==> config.mk <==
export PLATFORM = sky130hd
export DESIGN_NAME = gpio_irq_wb8
export DESIGN_NICKNAME = d
export VERILOG_FILES = /design/src/rtl/gpio_irq_wb8.sv
export SDC_FILE = /design/constraint.sdc
export NUM_CORES = 1
export LEC_CHECK = 0
export CAP_MARGIN = 30
export CELL_PAD_IN_SITES_DETAIL_PLACEMENT = 1
export CELL_PAD_IN_SITES_GLOBAL_PLACEMENT = 1
export CORE_MARGIN = 2
export CORE_UTILIZATION = 40
export DETAILED_ROUTE_END_ITERATION = 12
export PLACE_DENSITY = 0.73
export SKIP_LAST_GASP = 1
export SLEW_MARGIN = 20
export SYNTH_ARGS = -nofsm -noshare
export SYNTH_HDL_FRONTEND = slang
export SYNTH_SLANG_ARGS = --single-unit
==> constraint.sdc <==
create_clock -name I_wb_clk -period 1.6 [get_ports I_wb_clk]
set_input_delay 0.4 -clock I_wb_clk [delete_from_list [all_inputs] [get_ports I_wb_clk]]
set_output_delay 0.4 -clock I_wb_clk [all_outputs]
set_load 0.02 [all_outputs]
==> src/rtl/gpio_irq_wb8.sv <==
// Eight-pin GPIO input block with per-pin debounce, edge-selectable interrupt
// capture and an 8-bit Wishbone-style register interface.
module gpio_irq_wb8 #(
    parameter int DEBOUNCE = 16
) (
    input  logic       I_wb_clk,
    input  logic       I_reset,
    input  logic [1:0] I_wb_adr,
    input  logic [7:0] I_wb_dat,
    input  logic       I_wb_stb,
    input  logic       I_wb_we,
    output logic       O_wb_ack,
    output logic [7:0] O_wb_dat,
    input  logic [7:0] I_pins,
    output logic       O_irq
);

    localparam int CW = $clog2(DEBOUNCE);
    localparam logic [CW-1:0] CNT_MAX = CW'(DEBOUNCE - 1);

    logic [7:0]    s1, s2;
    logic [7:0]    db, db_next;
    logic [CW-1:0] cnt [8];
    logic [CW-1:0] cnt_next [8];
    logic [7:0]    enable, edge_sel, pending;
    logic [7:0]    pend_set, pend_clr;
    logic [7:0]    rd_mux;
    logic          bus_wr, bus_rd;

    assign bus_wr = I_wb_stb & I_wb_we;
    assign bus_rd = I_wb_stb & ~I_wb_we;

    always_ff @(posedge I_wb_clk) begin
        if (I_reset) begin
            s1 <= 8'h00;
            s2 <= 8'h00;
        end else begin
            s1 <= I_pins;
            s2 <= s1;
        end
    end

    // A counter only advances while the synchronized pin disagrees with db;
    // it saturates at DEBOUNCE-1, where the next disagreeing edge commits.
    always_comb begin
        for (int i = 0; i < 8; i++) begin
            db_next[i]  = db[i];
            cnt_next[i] = '0;
            if (s2[i] != db[i]) begin
                if (cnt[i] == CNT_MAX) begin
                    db_next[i] = s2[i];
                end else begin
                    cnt_next[i] = cnt[i] + 1'b1;
                end
            end
        end
    end

    always_ff @(posedge I_wb_clk) begin
        if (I_reset) begin
            db <= 8'h00;
            for (int i = 0; i < 8; i++) begin
                cnt[i] <= '0;
            end
        end else begin
            db <= db_next;
            for (int i = 0; i < 8; i++) begin
                cnt[i] <= cnt_next[i];
            end
        end
    end

    assign pend_set = (db_next & ~db & ~edge_sel) | (~db_next & db & edge_sel);
    assign pend_clr = (bus_wr && (I_wb_adr == 2'd3)) ? I_wb_dat : 8'h00;

    // The set term is OR-ed in after the clear so a new event is never lost.
    always_ff @(posedge I_wb_clk) begin
        if (I_reset) begin
            enable   <= 8'h00;
            edge_sel <= 8'h00;
            pending  <= 8'h00;
        end else begin
            if (bus_wr) begin
                case (I_wb_adr)
                    2'd1:    enable   <= I_wb_dat;
                    2'd2:    edge_sel <= I_wb_dat;
                    default: ;
                endcase
            end
            pending <= (pending & ~pend_clr) | pend_set;
        end
    end

    always_comb begin
        case (I_wb_adr)
            2'd0:    rd_mux = db;
            2'd1:    rd_mux = enable;
            2'd2:    rd_mux = edge_sel;
            default: rd_mux = pending;
        endcase
    end

    always_ff @(posedge I_wb_clk) begin
        if (I_reset) begin
            O_wb_ack <= 1'b0;
            O_wb_dat <= 8'h00;
        end else begin
            O_wb_ack <= I_wb_stb;
            if (bus_rd) begin
                O_wb_dat <= rd_mux;
            end
        end
    end

    assign O_irq = |(pending & enable);

endmodule

==> flow_summary.json <==
{
  "finalMaxSlewViolations": 0,
  "skew_ns": 0.00748,
  "rows": 34,
  "ctsHoldBuffers": 0,
  "diodes": 0,
  "fillers": 1001,
  "hold_ws_ns": 0.443,
  "max_slew_margin_pct": 73.2,
  "status": "finished with violations",
  "drt_iter0_drc": 64,
  "endpoint_kind": "output port",
  "placedInstanceArea_um2": 4160,
  "clkSlewWorstSetupHoldPaths_ns": 0.09,
  "netlist.area_leader.share_pct": 50.2,
  "worstMarginPinSlew_ns": 0.401,
  "path_delay_family": "flip-flops",
  "grt_pass1_wl_mm": 14.0,
  "vias": 2802,
  "synth.distinct_cells": 33,
  "drive_above_1_share_pct": 13.2,
  "min_period_ns": 1.71,
  "fp.dieArea_um2": 9640,
  "slowest_delay_ns": 0.34,
  "internal_power_mw": 3.14,
  "reg2reg_to": "cnt[1][10]$_SDFF_PP0_",
  "dieHeight_um": 98.2,
  "hold_depth": 1,
  "netlist_top_cells_count": "dfxtp_1 (89), nand2_1 (48), nor2_1 (45), mux2i_1 (24), nand3_1 (22)",
  "cts_buffer_depth": 2,
  "fin_nets": 465,
  "ys_warn_count": 0,
  "synth_nets": 408,
  "max_freq_mhz": 584,
  "pwr-share-clk_pct": 38.6,
  "hold_path_startpoint": "s1[3]$_SDFF_PP0_",
  "cts_buffers": 9,
  "setup_viol": 1,
  "drt-vias-per-instance": 5.11,
  "r2r_start": "cnt[1][8]$_SDFF_PP0_",
  "track_usage_pct": 18.0,
  "powerDensity_nw_per_um2": 937,
  "synth_ff_type": "dfxtp_1",
  "worstSetupPathType": "flip-flop to output port",
  "gp_congestion": 0.756,
  "h-tree-depth": 3,
  "critPathLaunchType": "flip-flop",
  "cp_data_arrival_time_ns": 1.31,
  "synth_area_leaders": "dfxtp_1 (50%), mux2i_1 (6.8%), nand2_1 (5.1%)",
  "drc": 0,
  "grt_pass1_vias": 2999,
  "failed_checks": "setup timing",
  "crit_end": "O_irq",
  "grt_start_max_net_pins": 53,
  "vdd_drop_max_uv": 502,
  "drtPass1Iterations": 4,
  "r2r_setup_slack_ns": 0.50,
  "post_drt_wl_per_cell_um": 15.2,
  "p_leak_nw": 1.87,
  "ys_async_sr_fraction_pct": 0,
  "cts.sinks": 89,
  "yosysTopAreaCell": "dfxtp_1",
  "finalHoldViolCount": 0,
  "seqPwrFrac_pct": 55.4,
  "ios": 32,
  "rsz0062_at_grt": "true",
  "critPathLaunch": "enable[2]$_SDFFE_PP0P_",
  "syn-mean-instance-area_um2": 9.39,
  "path_max_fanout": 2,
  "hpwl_mm": 5.93,
  "post_cts_buffers": 0,
  "design_area_um2": 4380,
  "final.setup.worst_slack_ns": -0.112,
  "cts-root-buf": "clkbuf_8",
  "ys_seq_elements": 89,
  "p_sw_uw": 956,
  "drv_cap": 0,
  "cp_data_required_time_ns": 1.20,
  "rr_worst_depth": 4,
  "die_x_um": 98.2,
  "path_buf_inv": 1,
  "path_cells": "a22oi_2 -> nand4_1 -> buf_4",
  "combPwrFrac_pct": 6.0,
  "slowest_stage": "dfxtp_2",
  "antenna_found_initial": 0,
  "final_antenna_net_count": 0,
  "cts_tree": "done",
  "globalRouteOverflowTotal": 0,
  "critical_path_cell_count": 3,
  "hp-class": "flip-flop to flip-flop",
  "synth_edf_count": 0,
  "start_util_pct": 40.9,
  "syn2layout_area_growth_pct": 23.3,
  "core_area_um2": 8680,
  "syn_inst": 378,
  "fin_total_pwr_mw": 4.10,
  "yosysMostFrequentCell": "dfxtp_1",
  "period_share_pct": 107,
  "wl_mm": 8.32,
  "synth_seq_area_share_pct": 50.2,
  "clock_latency_ns": 0.35,
  "synth_area_um2": 3550,
  "netSwitchingFraction_pct": 23.3,
  "final_core_util_pct": 50.4,
  "numPortBuffers": 31
}
kinds of logic after synthesis:
group | count (synthesis) | synth area share (%)
flip-flops | 89 | 50.2
AO/OA/AOI/OAI | 54 | 10.2
XOR/XNOR | 24 | 5.92
adder cells (fa/ha/maj) | 8 | 2.82
multiplexers | 24 | 6.77
buffers and inverters | 23 | 3.07
AND/OR/NAND/NOR | 156 | 21.1
timing repair:
item / in CTS / in global routing
resized for setup: 13 / 9
pin swaps: 1 / 3
gates cloned: 0 / 0
setup endpoints to repair: 10 / 7
power groups by stage:
stage                     logic [mW]  registers (mW)  clock network [mW]
after floorplan                0.121            2.32                   0
after global routing           0.270            2.28                1.73
after CTS                      0.247            2.27                1.62
after detailed placement       0.247            2.32                   0
final                          0.246            2.27                1.58
after global placement         0.241            2.32                   0
layer usage:
layer | vias up | GRT usage, % | part of all wire, %
li1 | 1411 | - | -
met1 | 1349 | 21.6 | 45
met2 | 29 | 32.1 | 50
met3 | 13 | 3.58 | 2.7
met4 | 0 | 6.32 | 1.9
met5 | - | 0 | 0
registers in the layout (all words and copies together), names as in the netlist:
name and flops:
cnt 32, s2 8, O_wb_ack 1, edge_sel 8, db 8, s1 8, enable 8, pending 8
O_wb_dat 8
how the worst min path moves through the flow:
stage	to	slack (ns)
after floorplan	s2[0]$_SDFF_PP0_	0.41
after global placement	s2[3]$_SDFF_PP0_	0.42
after detailed placement	s2[3]$_SDFF_PP0_	0.43
after CTS	s2[3]$_SDFF_PP0_	0.45
after global routing	s2[3]$_SDFF_PP0_	0.46
final	s2[3]$_SDFF_PP0_	0.44
final cells by class:
type / instances / area [um2] / area share [%]
Sequential cell: 89 / 1780 / 40.8
Multi-Input combinational cell: 266 / 1680 / 38.4
Timing Repair Buffer: 63 / 548 / 12.5
Clock buffer: 10 / 138 / 3.15
Tap cell: 108 / 135 / 3.09
Clock inverter: 6 / 66.3 / 1.52
Inverter: 6 / 22.5 / 0.515
worst reg2reg max path, cell delays in order (launching register included):
cell	delay, ns
dfxtp_1	0.37
ha_1	0.20
nand3_1	0.15
nand3_1	0.20
nor2_1	0.07
through the flow:
stage                     setup WS, ns  TNS [ns]  std cells
after detailed placement        -0.345     -8.40        532
after CTS                      -0.0904   -0.0904        548
after floorplan                  0.143         0        378
after global routing            -0.158    -0.158        548
after global placement          -0.294     -7.47        532
final                           -0.112    -0.112        548
placed cells by master, fill, tap and decap left out, types with 2 or more instances in the layout:
master            n
clkinv_2          2
clkbuf_8         10
nand4b_1          2
buf_4            31
dfxtp_2           2
clkinv_4          2
and4b_1           2
inv_1             6
a22oi_2           4
nor2_1           45
a32o_1            8
ha_1              8
nand2_1          48
clkdlybuf4s50_1  20
xnor2_1           8
and3_1            3
dlygate4sd2_1     9
nand3b_1          3
dfxtp_1          87
a21oi_1          16
mux2i_1          24
a21o_1            7
xor2_1           16
a31oi_1           3
nor2b_1          17
o22ai_1          12
o21ai_0           3
nand2b_1          9
nand3_1          22
No activity file was read; power rests on OpenSTA's default activity.
